--- src/rtl/rv_fetch_queue_pkg.sv ---
// Shared fetch-stage constants, the prefetch queue entry layout and small helpers.
package rv_fetch_queue_pkg;

    localparam logic [31:0] RV_NOP          = 32'h0000_0013;
    localparam logic [31:0] RV_RESET_VECTOR = 32'h0000_0000;

    typedef struct packed {
        logic [31:0] pc;
        logic [31:0] ir;
    } fetch_entry_t;

    function automatic logic [31:0] word_align(input logic [31:0] addr);
        return {addr[31:2], 2'b00};
    endfunction

endpackage

--- src/rtl/rv_fetch_queue_if.sv ---
// Fetch stage bus: instruction-memory read port, decode-side output and redirect input.
interface rv_fetch_queue_if;

    logic [31:0] im_addr_o;
    logic        im_rd_o;
    logic [31:0] im_data_i;
    logic        im_valid_i;
    logic        f_stall_i;
    logic        f_kill_i;
    logic [31:0] f_ir_o;
    logic [31:0] f_pc_o;
    logic [31:0] f_pc_plus_4_o;
    logic        f_valid_o;
    logic [31:0] x_pc_bra_i;
    logic        x_bra_i;

    modport master (
        output im_addr_o, im_rd_o, f_ir_o, f_pc_o, f_pc_plus_4_o, f_valid_o,
        input  im_data_i, im_valid_i, f_stall_i, f_kill_i, x_pc_bra_i, x_bra_i
    );

    modport slave (
        input  im_addr_o, im_rd_o, f_ir_o, f_pc_o, f_pc_plus_4_o, f_valid_o,
        output im_data_i, im_valid_i, f_stall_i, f_kill_i, x_pc_bra_i, x_bra_i
    );

endinterface

--- src/rtl/rv_fetch_queue_fifo.sv ---
// Synchronous FIFO of {pc, ir} entries; flush beats push and pop.
module rv_fetch_queue_fifo
    import rv_fetch_queue_pkg::*;
#(
    parameter int DEPTH = 2
) (
    input  logic                         clk_i,
    input  logic                         rst_n_i,
    input  logic                         i_push,
    input  fetch_entry_t                 i_wdata,
    input  logic                         i_pop,
    input  logic                         i_flush,
    output fetch_entry_t                 o_rdata,
    output logic                         o_full,
    output logic                         o_empty,
    output logic [$clog2(DEPTH+1)-1:0]   o_count
);

    localparam int AW = $clog2(DEPTH);
    localparam int CW = $clog2(DEPTH + 1);

    fetch_entry_t  r_mem [DEPTH];
    logic [AW-1:0] r_wptr;
    logic [AW-1:0] r_rptr;
    logic [CW-1:0] r_count;
    logic          w_push;
    logic          w_pop;

    assign o_empty = (r_count == '0);
    assign o_full  = (r_count == CW'(DEPTH));
    assign o_count = r_count;
    assign o_rdata = r_mem[r_rptr];

    // A full queue still accepts a push when the head leaves in the same cycle.
    assign w_pop  = i_pop && !o_empty;
    assign w_push = i_push && (!o_full || w_pop);

    always_ff @(posedge clk_i) begin
        if (!rst_n_i || i_flush) begin
            r_wptr  <= '0;
            r_rptr  <= '0;
            r_count <= '0;
        end else begin
            if (w_push) r_wptr <= r_wptr + AW'(1);
            if (w_pop)  r_rptr <= r_rptr + AW'(1);
            case ({w_push, w_pop})
                2'b10:   r_count <= r_count + CW'(1);
                2'b01:   r_count <= r_count - CW'(1);
                default: r_count <= r_count;
            endcase
        end
    end

    always_ff @(posedge clk_i) begin
        if (w_push && !i_flush) r_mem[r_wptr] <= i_wdata;
    end

endmodule

--- src/rtl/rv_fetch_queue.sv ---
// Fetch stage: in-order pipelined instruction reads feeding a prefetch queue,
// registered decode outputs, and redirect handling that discards stale responses.
module rv_fetch_queue
    import rv_fetch_queue_pkg::*;
#(
    parameter logic [31:0] RESET_VECTOR = RV_RESET_VECTOR,
    parameter int          QUEUE_DEPTH  = 2
) (
    input logic              clk_i,
    input logic              rst_n_i,
    rv_fetch_queue_if.master bus
);

    localparam int CW = $clog2(QUEUE_DEPTH + 1);
    localparam int IW = CW + 1;

    logic [31:0]   r_fetch_pc;
    logic [31:0]   r_resp_pc;
    logic [CW-1:0] r_outstanding;
    logic [CW-1:0] r_discard;
    logic          r_run;

    logic          w_issue;
    logic          w_push;
    logic          w_pop;
    logic          w_full;
    logic          w_empty;
    logic [CW-1:0] w_count;
    logic [IW-1:0] w_inflight;
    fetch_entry_t  w_head;
    fetch_entry_t  w_wdata;

    // Reads in flight plus buffered entries never exceed the queue size, so every response has a slot.
    assign w_inflight = {1'b0, r_outstanding} + {1'b0, w_count};
    assign w_issue    = rst_n_i && r_run && !bus.x_bra_i && (w_inflight < IW'(QUEUE_DEPTH));
    assign w_push     = bus.im_valid_i && (r_discard == '0);
    assign w_pop      = !bus.x_bra_i && !bus.f_stall_i && !w_empty;
    assign w_wdata    = '{pc: r_resp_pc, ir: bus.im_data_i};

    assign bus.im_rd_o   = w_issue;
    assign bus.im_addr_o = r_fetch_pc;

    rv_fetch_queue_fifo #(
        .DEPTH (QUEUE_DEPTH)
    ) u_fifo (
        .clk_i   (clk_i),
        .rst_n_i (rst_n_i),
        .i_push  (w_push),
        .i_wdata (w_wdata),
        .i_pop   (w_pop),
        .i_flush (bus.x_bra_i),
        .o_rdata (w_head),
        .o_full  (w_full),
        .o_empty (w_empty),
        .o_count (w_count)
    );

    always_ff @(posedge clk_i) begin
        if (!rst_n_i) begin
            r_run         <= 1'b0;
            r_fetch_pc    <= RESET_VECTOR;
            r_resp_pc     <= RESET_VECTOR;
            r_outstanding <= '0;
            r_discard     <= '0;
        end else begin
            r_run <= 1'b1;
            if (bus.x_bra_i) begin
                r_fetch_pc    <= word_align(bus.x_pc_bra_i);
                r_resp_pc     <= word_align(bus.x_pc_bra_i);
                r_outstanding <= r_outstanding - CW'(bus.im_valid_i);
                r_discard     <= r_outstanding - CW'(bus.im_valid_i);
            end else begin
                if (w_issue) r_fetch_pc <= r_fetch_pc + 32'd4;
                if (w_push)  r_resp_pc  <= r_resp_pc + 32'd4;
                r_outstanding <= r_outstanding + CW'(w_issue) - CW'(bus.im_valid_i);
                if (bus.im_valid_i && (r_discard != '0)) r_discard <= r_discard - CW'(1);
            end
        end
    end

    always_ff @(posedge clk_i) begin
        if (!rst_n_i) begin
            bus.f_valid_o     <= 1'b0;
            bus.f_ir_o        <= RV_NOP;
            bus.f_pc_o        <= RESET_VECTOR;
            bus.f_pc_plus_4_o <= RESET_VECTOR + 32'd4;
        end else if (bus.x_bra_i) begin
            bus.f_valid_o <= 1'b0;
        end else if (!bus.f_stall_i) begin
            if (w_pop) begin
                bus.f_ir_o        <= w_head.ir;
                bus.f_pc_o        <= w_head.pc;
                bus.f_pc_plus_4_o <= w_head.pc + 32'd4;
                bus.f_valid_o     <= !bus.f_kill_i;
            end else begin
                bus.f_valid_o <= 1'b0;
            end
        end
    end

    always_ff @(posedge clk_i) begin
        if (rst_n_i && !bus.x_bra_i) assert (!(w_push && w_full && !w_pop));
    end

endmodule

--- src/flat_wrapper.sv ---
// flat-port wrapper written by rule: the top's interface ports become plain ports
module rv_fetch_queue_flat import rv_fetch_queue_pkg::*;
#(
    parameter logic [31:0] RESET_VECTOR = RV_RESET_VECTOR,
    parameter int          QUEUE_DEPTH  = 2
)
  (clk_i, rst_n_i, bus_im_addr_o, bus_im_rd_o, bus_f_ir_o, bus_f_pc_o, bus_f_pc_plus_4_o, bus_f_valid_o, bus_im_data_i, bus_im_valid_i, bus_f_stall_i, bus_f_kill_i, bus_x_pc_bra_i, bus_x_bra_i);
  rv_fetch_queue_if bus_i ();
  input logic clk_i;
  input logic rst_n_i;
  output wire logic [$bits(bus_i.im_addr_o)-1:0] bus_im_addr_o;
  output wire logic [$bits(bus_i.im_rd_o)-1:0] bus_im_rd_o;
  output wire logic [$bits(bus_i.f_ir_o)-1:0] bus_f_ir_o;
  output wire logic [$bits(bus_i.f_pc_o)-1:0] bus_f_pc_o;
  output wire logic [$bits(bus_i.f_pc_plus_4_o)-1:0] bus_f_pc_plus_4_o;
  output wire logic [$bits(bus_i.f_valid_o)-1:0] bus_f_valid_o;
  input wire logic [$bits(bus_i.im_data_i)-1:0] bus_im_data_i;
  input wire logic [$bits(bus_i.im_valid_i)-1:0] bus_im_valid_i;
  input wire logic [$bits(bus_i.f_stall_i)-1:0] bus_f_stall_i;
  input wire logic [$bits(bus_i.f_kill_i)-1:0] bus_f_kill_i;
  input wire logic [$bits(bus_i.x_pc_bra_i)-1:0] bus_x_pc_bra_i;
  input wire logic [$bits(bus_i.x_bra_i)-1:0] bus_x_bra_i;
  assign bus_im_addr_o = bus_i.im_addr_o;
  assign bus_im_rd_o = bus_i.im_rd_o;
  assign bus_f_ir_o = bus_i.f_ir_o;
  assign bus_f_pc_o = bus_i.f_pc_o;
  assign bus_f_pc_plus_4_o = bus_i.f_pc_plus_4_o;
  assign bus_f_valid_o = bus_i.f_valid_o;
  assign bus_i.im_data_i = bus_im_data_i;
  assign bus_i.im_valid_i = bus_im_valid_i;
  assign bus_i.f_stall_i = bus_f_stall_i;
  assign bus_i.f_kill_i = bus_f_kill_i;
  assign bus_i.x_pc_bra_i = bus_x_pc_bra_i;
  assign bus_i.x_bra_i = bus_x_bra_i;
  rv_fetch_queue #(.RESET_VECTOR(RESET_VECTOR), .QUEUE_DEPTH(QUEUE_DEPTH)) u_core (.clk_i(clk_i), .rst_n_i(rst_n_i), .bus(bus_i));
endmodule
--- config.mk ---
export PLATFORM = sky130hd
export DESIGN_NAME = rv_fetch_queue_flat
export DESIGN_NICKNAME = d
export VERILOG_FILES = /design/src/rtl/rv_fetch_queue_pkg.sv /design/src/rtl/rv_fetch_queue_if.sv /design/src/rtl/rv_fetch_queue_fifo.sv /design/src/rtl/rv_fetch_queue.sv /design/src/flat_wrapper.sv
export SDC_FILE = /design/constraint.sdc
export NUM_CORES = 1
export LEC_CHECK = 0
export ABC_AREA = 0
export BUFFER_PORTS_ARGS = -buffer_cell sky130_fd_sc_hd__buf_4
export CAP_MARGIN = 0
export CORE_MARGIN = 5
export CORE_UTILIZATION = 43
export CTS_CLUSTER_SIZE = 40
export DETAILED_ROUTE_END_ITERATION = 6
export PLACE_DENSITY = 0.67
export REMOVE_ABC_BUFFERS = 1
export SETUP_SLACK_MARGIN = 0.3
export SLEW_MARGIN = 20
export SYNTH_ARGS = -nofsm -noshare
export SYNTH_HDL_FRONTEND = slang
export SYNTH_SLANG_ARGS = --single-unit
--- constraint.sdc ---
create_clock -name clk_i -period 10.8 [get_ports clk_i]
set_input_delay 0.54 -clock clk_i [delete_from_list [all_inputs] [get_ports clk_i]]
set_output_delay 0.54 -clock clk_i [all_outputs]
set_load 0.05 [all_outputs]
## Word level (Yosys, flattened, before mapping)

Memories as Yosys holds them, arrays and structs flattened. A register that Yosys moved wholly into a read port is not among the register bits.
Cells that the tools add are included.

| cells by class | value |
|---|---|
| $lt $le $gt $ge | 1 |
| muxes and demuxes | 14 |
| equal/unequal tests | 3 |
| bitwise gates (word level) | 3 |
| reductions and logical operators | 27 |
| $add $sub $neg | 12 |

Operators with widths:

| kind | count |
|---|---|
| 32-bit 2-to-1 mux | 4 |
| 32-bit by 3-bit adder with 32-bit output (second input constant) | 3 |
| 1-bit logical AND | 10 |
| 2-bit nonzero test | 5 |
| 1-bit zero test | 6 |
| 1-bit 2-to-1 mux | 6 |
| 2-bit 2-to-1 mux | 3 |
| 2-bit == test (second input constant) | 2 |
| 2-bit zero test | 2 |
| 2-bit one-hot mux with 2 select lines | 1 |
| 2-bit by 1-bit subtractor with 2-bit output | 2 |
| 2-bit by 1-bit subtractor with 2-bit output (second input constant) | 2 |
| 2-bit by 2-bit adder with 3-bit output | 1 |
| 3-bit by 2-bit < comparator with 1-bit output (second input constant) | 1 |
| 1-bit NOT | 3 |
| 3-bit AND reduction | 1 |
| 1-bit adder (second input constant) | 2 |
| 2-bit by 1-bit adder with 2-bit output | 1 |
| 2-bit by 1-bit adder with 2-bit output (second input constant) | 1 |
| 2-bit by 1-bit == test with 1-bit output (second input constant) | 1 |
| 1-bit logical OR | 2 |
| 2-bit OR reduction | 1 |

| storage, ports and cells | value |
|---|---|
| register bits after elaboration | 170 |
| bits in writable memories | 128 |
| logic and storage cells | 75 |
| input bits | 70 |
| memories | 1 |
| output and inout bits | 130 |

Memories:

| memory | depth | bits a word | read ports | clocked after memory_dff | write ports | line | source |
|---|---|---|---|---|---|---|---|
| u_core.u_fifo.r_mem | 2 | 64 | 1 | 1 | 1 | rv_fetch_queue_fifo.sv:22 | `fetch_entry_t r_mem [DEPTH];` |

## Logic depth before layout (Yosys ltp)

Gate-level depths: netlist (run 1).

| depth | value |
|---|---|
| word-level depth | 9 |
| gate-level depth with buffers | 12 |
| gate-level depth less buffers | 12 |

## Hierarchy

A second synthesis (run 1) with hierarchy kept.

| unflattened totals | value |
|---|---|
| cell total of the unflattened synthesis | 1172 |
| area, all modules | 12416.9 um^2 |

Modules (own cells, without submodules):

| module | area each (um^2) | times used | cells an instance |
|---|---|---|---|
| rv_fetch_queue | 7522.2 | 1 | 942 |
| rv_fetch_queue_fifo | 4894.7 | 1 | 230 |

## Worst setup path after synthesis (run 1)

OpenSTA, ideal clock, no wires.

| timing | value |
|---|---|
| path kind | in2reg |
| from | input port bus_x_bra_i |
| to | memory u_core.u_fifo.r_mem[1][0] (netlist name) (enable) |
| data required time | 10143 ps |
| stages on the path | 3 |
| setup slack | 2762 ps |
| arrival | 7380 ps |
| path through | clkbuf_1 clkbuf_1 nor4b_1 |

| on the way | value |
|---|---|
| longest elaborated chain between the ends | 9 |

RTL lines:

| item | line | source |
|---|---|---|
| start: declaration | flat_wrapper.sv:22 | `input wire logic [$bits(bus_i.x_bra_i)-1:0] bus_x_bra_i;` |
| 1-bit zero test (*) | rv_fetch_queue_fifo.sv:55, rv_fetch_queue.sv:37 |  |
| 1-bit logical AND (2 in series) | rv_fetch_queue.sv:37 | `assign w_pop = !bus.x_bra_i && !bus.f_stall_i && !w_empty;` |
| 1-bit logical AND | rv_fetch_queue_fifo.sv:35 | `assign w_pop = i_pop && !o_empty;` |
| 1-bit logical OR | rv_fetch_queue_fifo.sv:36 | `assign w_push = i_push && (!o_full \|\| w_pop);` |
| 1-bit logical AND | rv_fetch_queue_fifo.sv:36 |  |
| 1-bit logical AND (*) | rv_fetch_queue_fifo.sv:55 | `if (w_push && !i_flush) r_mem[r_wptr] <= i_wdata;` |
| 1-bit 2-to-1 mux (*) | rv_fetch_queue_fifo.sv:55 |  |
| 1-bit 2-to-1 mux (implied by the code) (*) | rv_fetch_queue_fifo.sv:55 |  |
| end: declaration | rv_fetch_queue_fifo.sv:22 |  |

Every way passes the cells marked *; elsewhere a longest branch is shown, timed or not.

==> key figures, run 1 <==
Setup path
  • Kind of start point of the critical path: flop
  • R2r setup slk: ~6.7 ns
  • Critical Path End Type: flop
  • Crit path kind: flop to flop
  • Max FO, Critical Path: between 70 and 80
  • Req. time, crit path: about 11 ns
  • Arr. time, crit path: between 4 and 5 ns

Detailed routing
  • WL per Instance: between 15 and 20 µm
  • Drt total wl: 28600 µm
  • Vias: roughly 9000
  • Drt first pass iters: 5
  • Vias per cell: between 5 and 6
  • DR iter-0 viols: between 500 and 600
  • Final ANT Viol Nets: 0
  • DRC: 0

Yosys
  • EDFF count, synth: approximately 120
  • Mapped Avg Cell Area: around 11 µm²
  • Mapped Area: 12080 µm²
  • FFs w/ async S/R, synth: 0%
  • Cells after synthesis: around 1100
  • Sequential area share after synthesis: a little under 60%
  • Main flop type after synthesis: dfxtp_1
  • Seq cells post-synth: 287
  • Synth Warn #: 0
  • Synth cell types: 64

CTS
  • Clk_lat worst skew: around 0.54 ns
  • H-tree Lvls: 1
  • CTS-repair resized insts: 0
  • Num CTS Buffers: 30
  • Post-CTS Setup Bufs: 0
  • Worst-path clk slew: 0.06 ns
  • Max Buffers Root-to-Sink: 3
  • CTS Sinks: approximately 290
  • CTS tree: built
  • CTS Hold Bufs: 0
  • Clock root buffer master: clkbuf_16

Die
  • Num rows: 61
  • DIE WIDTH: around 180 µm
  • Total core area: 27780 µm²
  • I/O Pins: 200
  • Vert. Die Dim: 177.6 µm
  • Initial Util: about 43%
  • Die Footprint: between 30000 and 40000 µm²

STA
  • Final setup TNS: 0 ns
  • Final Critical Period: 4.059 ns
  • Fmax: 246.4 MHz
  • Final hold viol count: 0
  • Max_slew headroom: roughly two fifths
  • Slew Limit Fails: 0
  • WHS: around 0.18 ns
  • Worst slew pin tran: ~0.88 ns
  • Clk_skew: ~0.011 ns
  • Fin crit share: between 30% and 40%
  • RSZ-0062 raised after global routing: false
  • # setup viols final: 0

Placed design
  • Gpl congestion: 0.8220
  • Placed wire-length estimate: 19420 µm
  • PortBufs: 191

Outcome
  • Status: complete, no violations

Layout
  • Layout cells sized above 1: around 21%
  • Area grow syn2layout: 22.36%
  • Final nets: between 1000 and 1500
  • Most frequent cells in the layout: buf_4, dfxtp_1, edfxtp_1, nand2_1, a21oi_1
  • Most common cell after layout, fill and taps aside: buf_4
  • Inserted Diodes: 0

Power and ir drop
  • PwrDens: about 170 nW/µm²
  • Peak VDD IR: roughly 130 µV
  • Lkg Pwr: approximately 5.5 nW

GRT
  • First-pass GRT wire length: about 46000 µm
  • Antenna violations before repair: 0
  • Total gr overflow: 0
  • Largest net degree at the start of global routing: a little over 90
  • All-Layer GR Usage: roughly 18%
  • Vias in the first global route: 8746

Min path
  • Hold/Removal Path Class: input port to flop

Job
  • Max cap viols: 0
==> cell families (layout without fill, tap and decap cells) <==
kind of cell    count (synthesis)  after routing  share of synthesized area [%]
mux                            67             67                          5.633
other cells                     1              6                        0.03104
buf+inv                        93            277                          3.262
flops                         287            287                          57.82
simple gates                  352            352                          15.08
compound gates                225            225                          12.14
xor+xnor                       71             71                          5.147
fa+ha+maj                       8              8                         0.8905
==> synth_stat cells (6+ instances only) <==
cell	instances	area share, %
o211ai_1	6	0.37
ha_1	7	0.72
nand2b_1	6	0.31
buf_2	9	0.37
nand2_1	82	2.5
nor3_1	20	0.83
edfxtp_1	124	31
nand3_1	72	3.0
o21ai_0	41	1.7
buf_4	7	0.43
inv_1	18	0.56
mux2_2	7	0.65
buf_1	6	0.19
nand3b_1	8	0.50
dfxtp_1	163	27
xnor2_1	45	3.3
clkbuf_1	50	1.6
and4_1	9	0.65
nor4_1	10	0.52
a211oi_1	36	2.2
a21oi_1	73	3.0
o211a_1	25	2.1
and3_1	15	0.78
nor2_1	62	1.9
xor2_1	26	1.9
mux2i_1	59	4.9
nand4b_1	8	0.58
a31oi_1	9	0.47
nand4_1	38	2.0
==> metal layers <==
| metal | global-route usage, % | part of all wire (%) | up-vias |
|---|---|---|---|
| met4 | 5.479 | 2.6 | 0 |
| met1 | 24.58 | 47 | 4228 |
| met3 | 2.961 | 5.4 | 54 |
| met5 | 0 | 0 | - |
| met2 | 28.07 | 45 | 281 |
| li1 | - | - | 4417 |
==> per-stage QoR <==
step	worst slack [ns]	instance area (µm²)	utilization, %	std cells	total power, mW
2_1_floorplan	2.977	11780	-	1036	1.380
3_3_place_gp	6.797	13790	49.64	1615	1.461
3_5_place_dp	6.741	13790	49.64	1615	1.466
4_1_cts	6.717	14780	53.22	1671	2.487
5_1_grt	6.480	14780	53.22	1671	2.563
6_report	6.741	14780	53.22	1671	2.463
==> registers in the layout, indices dropped and copies added, names as in the netlist, named ones only <==
| name | cells |
|---|---|
| u_core.bus.im_addr_o | 30 |
| u_core.u_fifo.r_wptr | 1 |
| u_core.bus.f_ir_o | 32 |
| u_core.u_fifo.r_rptr | 1 |
| u_core.bus.f_valid_o | 1 |
| u_core.u_fifo.r_mem | 124 |
| u_core.r_resp_pc | 30 |
| u_core.r_outstanding | 2 |
| u_core.bus.f_pc_o | 30 |
| u_core.r_run | 1 |
| u_core.r_discard | 2 |
| u_core.bus.f_pc_plus_4_o | 30 |
| u_core.u_fifo.o_count | 2 |
==> critical path, stage by stage, from the launching register on <==
cell and delay (ns):
dfxtp_4 0.75, buf_4 0.76, mux2_2 0.30, ha_1 0.23, nand4_1 0.13, a22oi_2 0.42
nand4_1 0.58, or4_1 0.69, nand3_1 0.10
==> power by group <==
| part | total, mW | internal [mW] | switching, mW |
|---|---|---|---|
| Combinational | 0.227 | 0.0786 | 0.149 |
| Sequential | 1.21 | 1.18 | 0.0356 |
| Clock | 1.02 | 0.610 | 0.411 |
| Total | 2.46 | 1.87 | 0.595 |
==> path summary, 6_finish.rpt <==
| check | depth (start not counted) | startpoint | to |
|---|---|---|---|
| worst max-delay path | 8 | flop | u_core.bus.f_pc_plus_4_o[30] |
| worst min-delay path | 1 | bus_im_data_i[5] | u_core.u_fifo.r_mem[0][5] |
| worst max register to register | 8 | flop | u_core.bus.f_pc_plus_4_o[30] |
| worst min register to register | 2 | u_core.bus.f_pc_plus_4_o[9] | u_core.bus.f_pc_plus_4_o[9] |
==> cell type report <==
| cell class | count | area [µm²] |
|---|---|---|
| fillers | 2512 | 13000 |
| flip-flops and latches | 287 | 6990 |
| multi-input cells | 729 | 4743 |
| repair buffers | 201 | 1509 |
| clock buffers | 43 | 873.3 |
| well taps | 378 | 473.0 |
| clock inverters | 13 | 120.1 |
| inverters | 20 | 75.07 |
Note: power is estimated with default switching activity, not from simulation.
==> run 2, diff against run 1 <==
--- a/config.mk
+++ b/config.mk
@@ -12,7 +12,7 @@
 export CORE_UTILIZATION = 43
 export CTS_CLUSTER_SIZE = 40
 export DETAILED_ROUTE_END_ITERATION = 6
-export PLACE_DENSITY = 0.67
+export PLACE_DENSITY = 0.69
 export REMOVE_ABC_BUFFERS = 1
 export SETUP_SLACK_MARGIN = 0.3
 export SLEW_MARGIN = 20
==> constraint.sdc (replaced) <==
create_clock -name clk_i -period 3.65 [get_ports clk_i]
set_input_delay 0.1825 -clock clk_i [delete_from_list [all_inputs] [get_ports clk_i]]
set_output_delay 0.1825 -clock clk_i [all_outputs]
set_load 0.05 [all_outputs]
==> key figures, run 2 (synthesis gave the netlist of run 1 again) <==
Layout
  • Inserted Diodes: 0 (unchanged)
  • Cell Count, Final, Fillers Out: 1738 (was 1671)
  • Biggest register: u_core.u_fifo.r_mem (unchanged)
  • Regs by FF count: u_core.u_fifo.r_mem (124), u_core.bus.f_ir_o (32) (unchanged)
  • Area grow syn2layout: 27.67% (was 22.36%)
  • Final nets: 1414 (was 1347)
  • Layout cells sized above 1: 20.66% (was 20.65%)
  • Most common cell after layout, fill and taps aside: buf_4 (unchanged)
  • Max reg flops: 124 (unchanged)
  • Footprint of the multi-input gates: 4743 µm² (unchanged)
  • Fill cells: 2454 (was 2512)
  • Register Area: 6990 µm² (unchanged)
  • Most frequent cells in the layout: buf_4, dfxtp_1, edfxtp_1, nand2_1, a21oi_1 (unchanged)

Power and ir drop
  • Internal power: 5.537 mW (was 1.867 mW)
  • Lkg Pwr: 5.792 nW (was 5.500 nW)
  • Clock share of power: 40.8% (was 41.5%)
  • PwrDens: 473.2 nW/µm² (was 166.6 nW/µm²)
  • Flop pwr share: 49.3% (about the same)
  • Switching power of the nets: 1.762 mW (was 595.2 µW)
  • Combinational fraction of design power: 10.0% (was 9.2%)
  • Peak VDD IR: 420.4 µV (was 128.8 µV)
  • Sw frac: 24.14% (was 24.17%)

STA
  • Final hold viol count: 0 (unchanged)
  • Slew Limit Fails: 0 (unchanged)
  • Final Critical Period: 2.852 ns (was 4.059 ns)
  • Setup WS post-layout: 0.7975 ns (was 6.741 ns)
  • Fmax: 350.6 MHz (was 246.4 MHz)
  • # setup viols final: 0 (unchanged)
  • Max_slew headroom: 35.13% (was 40.61%)
  • Final setup TNS: 0 ns (unchanged)
  • Fin crit share: 78.15% (was 37.58%)
  • RSZ-0062 raised after global routing: false (unchanged)
  • Worst slew pin tran: 0.9730 ns (was 0.8827 ns)
  • Clk_skew: 0.009176 ns (was 0.01068 ns)

CTS
  • Clk_lat worst skew: 0.54 ns (about the same)
  • Clock root buffer master: clkbuf_16 (unchanged)
  • Post-CTS Setup Bufs: 0 (unchanged)
  • CTS tree: built (unchanged)
  • Num CTS Buffers: 30 (unchanged)
  • Worst-path clk slew: 0.06 ns (about the same)
  • CTS Hold Bufs: 57 (was 0)
  • CTS-repair resized insts: 0 (unchanged)
  • Max Buffers Root-to-Sink: 3 (unchanged)
  • CTS Sinks: 287 (unchanged)
  • H-tree Lvls: 1 (unchanged)

Detailed routing
  • DR iter-0 viols: 638 (was 594)
  • Vias per cell: 5.276 (was 5.374)
  • Drt total wl: 29410 µm (was 28600 µm)
  • WL per Instance: 16.92 µm (was 17.12 µm)
  • Drt first pass iters: 5 (unchanged)
  • Final ANT Viol Nets: 0 (unchanged)
  • DRC: 0 (unchanged)
  • Vias: 9170 (was 8980)

Placed design
  • Gpl congestion: 0.8121 (was 0.8220)
  • Placed wire-length estimate: 20080 µm (was 19420 µm)
  • Dpl ws: 0.8149 ns (was 6.741 ns)
  • PortBufs: 191 (unchanged)
  • Placed Cells: 1625 (was 1615)

GRT
  • Antenna violations before repair: 0 (unchanged)
  • All-Layer GR Usage: 18.09% (was 17.58%)
  • Total gr overflow: 0 (unchanged)
  • First-pass GRT wire length: 46860 µm (was 45540 µm)
  • Largest net degree at the start of global routing: 80 (was 92)
  • Vias in the first global route: 8938 (was 8746)

Die
  • Die Footprint: 31550 µm² (unchanged)
  • Vert. Die Dim: 177.6 µm (unchanged)
  • Initial Util: 43.49% (unchanged)
  • DIE WIDTH: 177.6 µm (unchanged)
  • I/O Pins: 200 (unchanged)
  • Num rows: 61 (unchanged)
  • Total core area: 27780 µm² (unchanged)

Min path
  • Startpoint of the worst hold path: bus_x_pc_bra_i[4] (was bus_im_data_i[5])
  • Hold path depth: 3 (was 1)
  • Hold EP: u_core.bus.im_addr_o[4] (was u_core.u_fifo.r_mem[0][5])
  • Hold/Removal Path Class: input port to flop (unchanged)

Setup path
  • Biggest cell delay along the critical path: 0.66 ns (was 0.76 ns)
  • Req. time, crit path: 4.04 ns (was 11.28 ns)
  • Buf/Inv on CP: 1 (unchanged)
  • Reg2reg end: u_core.bus.im_addr_o[25] (was u_core.bus.f_pc_plus_4_o[30])
  • Critical Path End Type: flop (unchanged)
  • FF-to-FF path depth: 8 (unchanged)
  • Max FO, Critical Path: 6 (was 73)
  • Cells along the critical path: inv_1, nor2_1, fa_1, or3b_1, nor4_2, nand4_1, xor2_1, a21oi_1 (was buf_4, mux2_2, ha_1, nand4_1, a22oi_2, nand4_1, or4_1, nand3_1)
  • Arr. time, crit path: 3.24 ns (was 4.54 ns)
  • R2r startpoint: u_core.u_fifo.o_count[0]
  • Kind of start point of the critical path: flop (unchanged)
  • Top delay family on crit path: simple AND/OR/NAND/NOR gates (unchanged)
  • R2r setup slk: 0.80 ns (was 6.74 ns)
  • CP max stage cell: nor4_2 (was buf_4)
  • Crit path kind: flop to flop (unchanged)
  • Setup crit start: u_core.u_fifo.o_count[0]

Outcome
  • Status: complete, no violations (unchanged)

Job
  • Max cap viols: 0 (unchanged)
[run 2: changes by cell type in the layout (fill, tap and decap cells not counted), moves of 2 or more]
| cell | delta |
|---|---|
| clkinv_2 | +3 |
| buf_4 | +10 |
| clkbuf_1 | -3 |
| dlygate4sd3_1 | +57 |
| clkbuf_8 | +2 |
[run 2: power groups by stage]
stage          sequential [mW]  clock [mW]  combinational (mW)
6_report                  3.59        2.98               0.728
5_1_grt                   3.61        3.19               0.789
3_3_place_gp              3.65           0               0.673
4_1_cts                   3.59        3.06               0.733
2_1_floorplan             3.80           0               0.285
3_5_place_dp              3.66           0               0.682
[run 2: through the flow]
stage	total power, mW	cell area [µm²]	util, %	hold WS, ns
final	7.299	15430	55.53	0.02047
after global routing	7.592	15430	55.53	0.02055
after CTS	7.382	15430	55.53	0.002206
after detailed placement	4.344	13870	49.91	0.3701
after global placement	4.327	13870	49.91	0.3685
after floorplan	4.083	11780	-	0.2102
[run 2: worst max path at each step]
stage | to | slack, ns | cells after the start
after floorplan | u_core.u_fifo.r_mem[1][0] | -4.17 | 4
after global placement | u_core.r_outstanding[1] | 0.87 | 13
after detailed placement | u_core.r_outstanding[1] | 0.81 | 13
after CTS | u_core.r_outstanding[1] | 0.80 | 13
after global routing | u_core.bus.im_addr_o[25] | 0.49 | 8
final | u_core.bus.im_addr_o[25] | 0.80 | 8
[run 2: routing by layer]
layer	up-vias	wire length (µm)	part of all wire [%]	track usage [%]
met3	28	1522	5.2	2.684
met5	-	0	0	0
li1	4551	-	-	-
met1	4367	13680	47	25.08
met2	224	13840	47	30.60
met4	0	370	1.3	3.255
[run 2: cell type report]
| class | instances | area share [%] |
|---|---|---|
| Timing Repair Buffer | 268 | 13.97 |
| Inverter | 20 | 0.4867 |
| Tap cell | 378 | 3.066 |
| Multi-Input combinational cell | 729 | 30.75 |
| Clock buffer | 43 | 5.799 |
| Clock inverter | 13 | 0.6164 |
| Sequential cell | 287 | 45.32 |
[run 2: worst min-delay path, cell delays in order]
cell and delay (ns):
buf_4 0.08, o21ai_0 0.12, a21oi_1 0.13
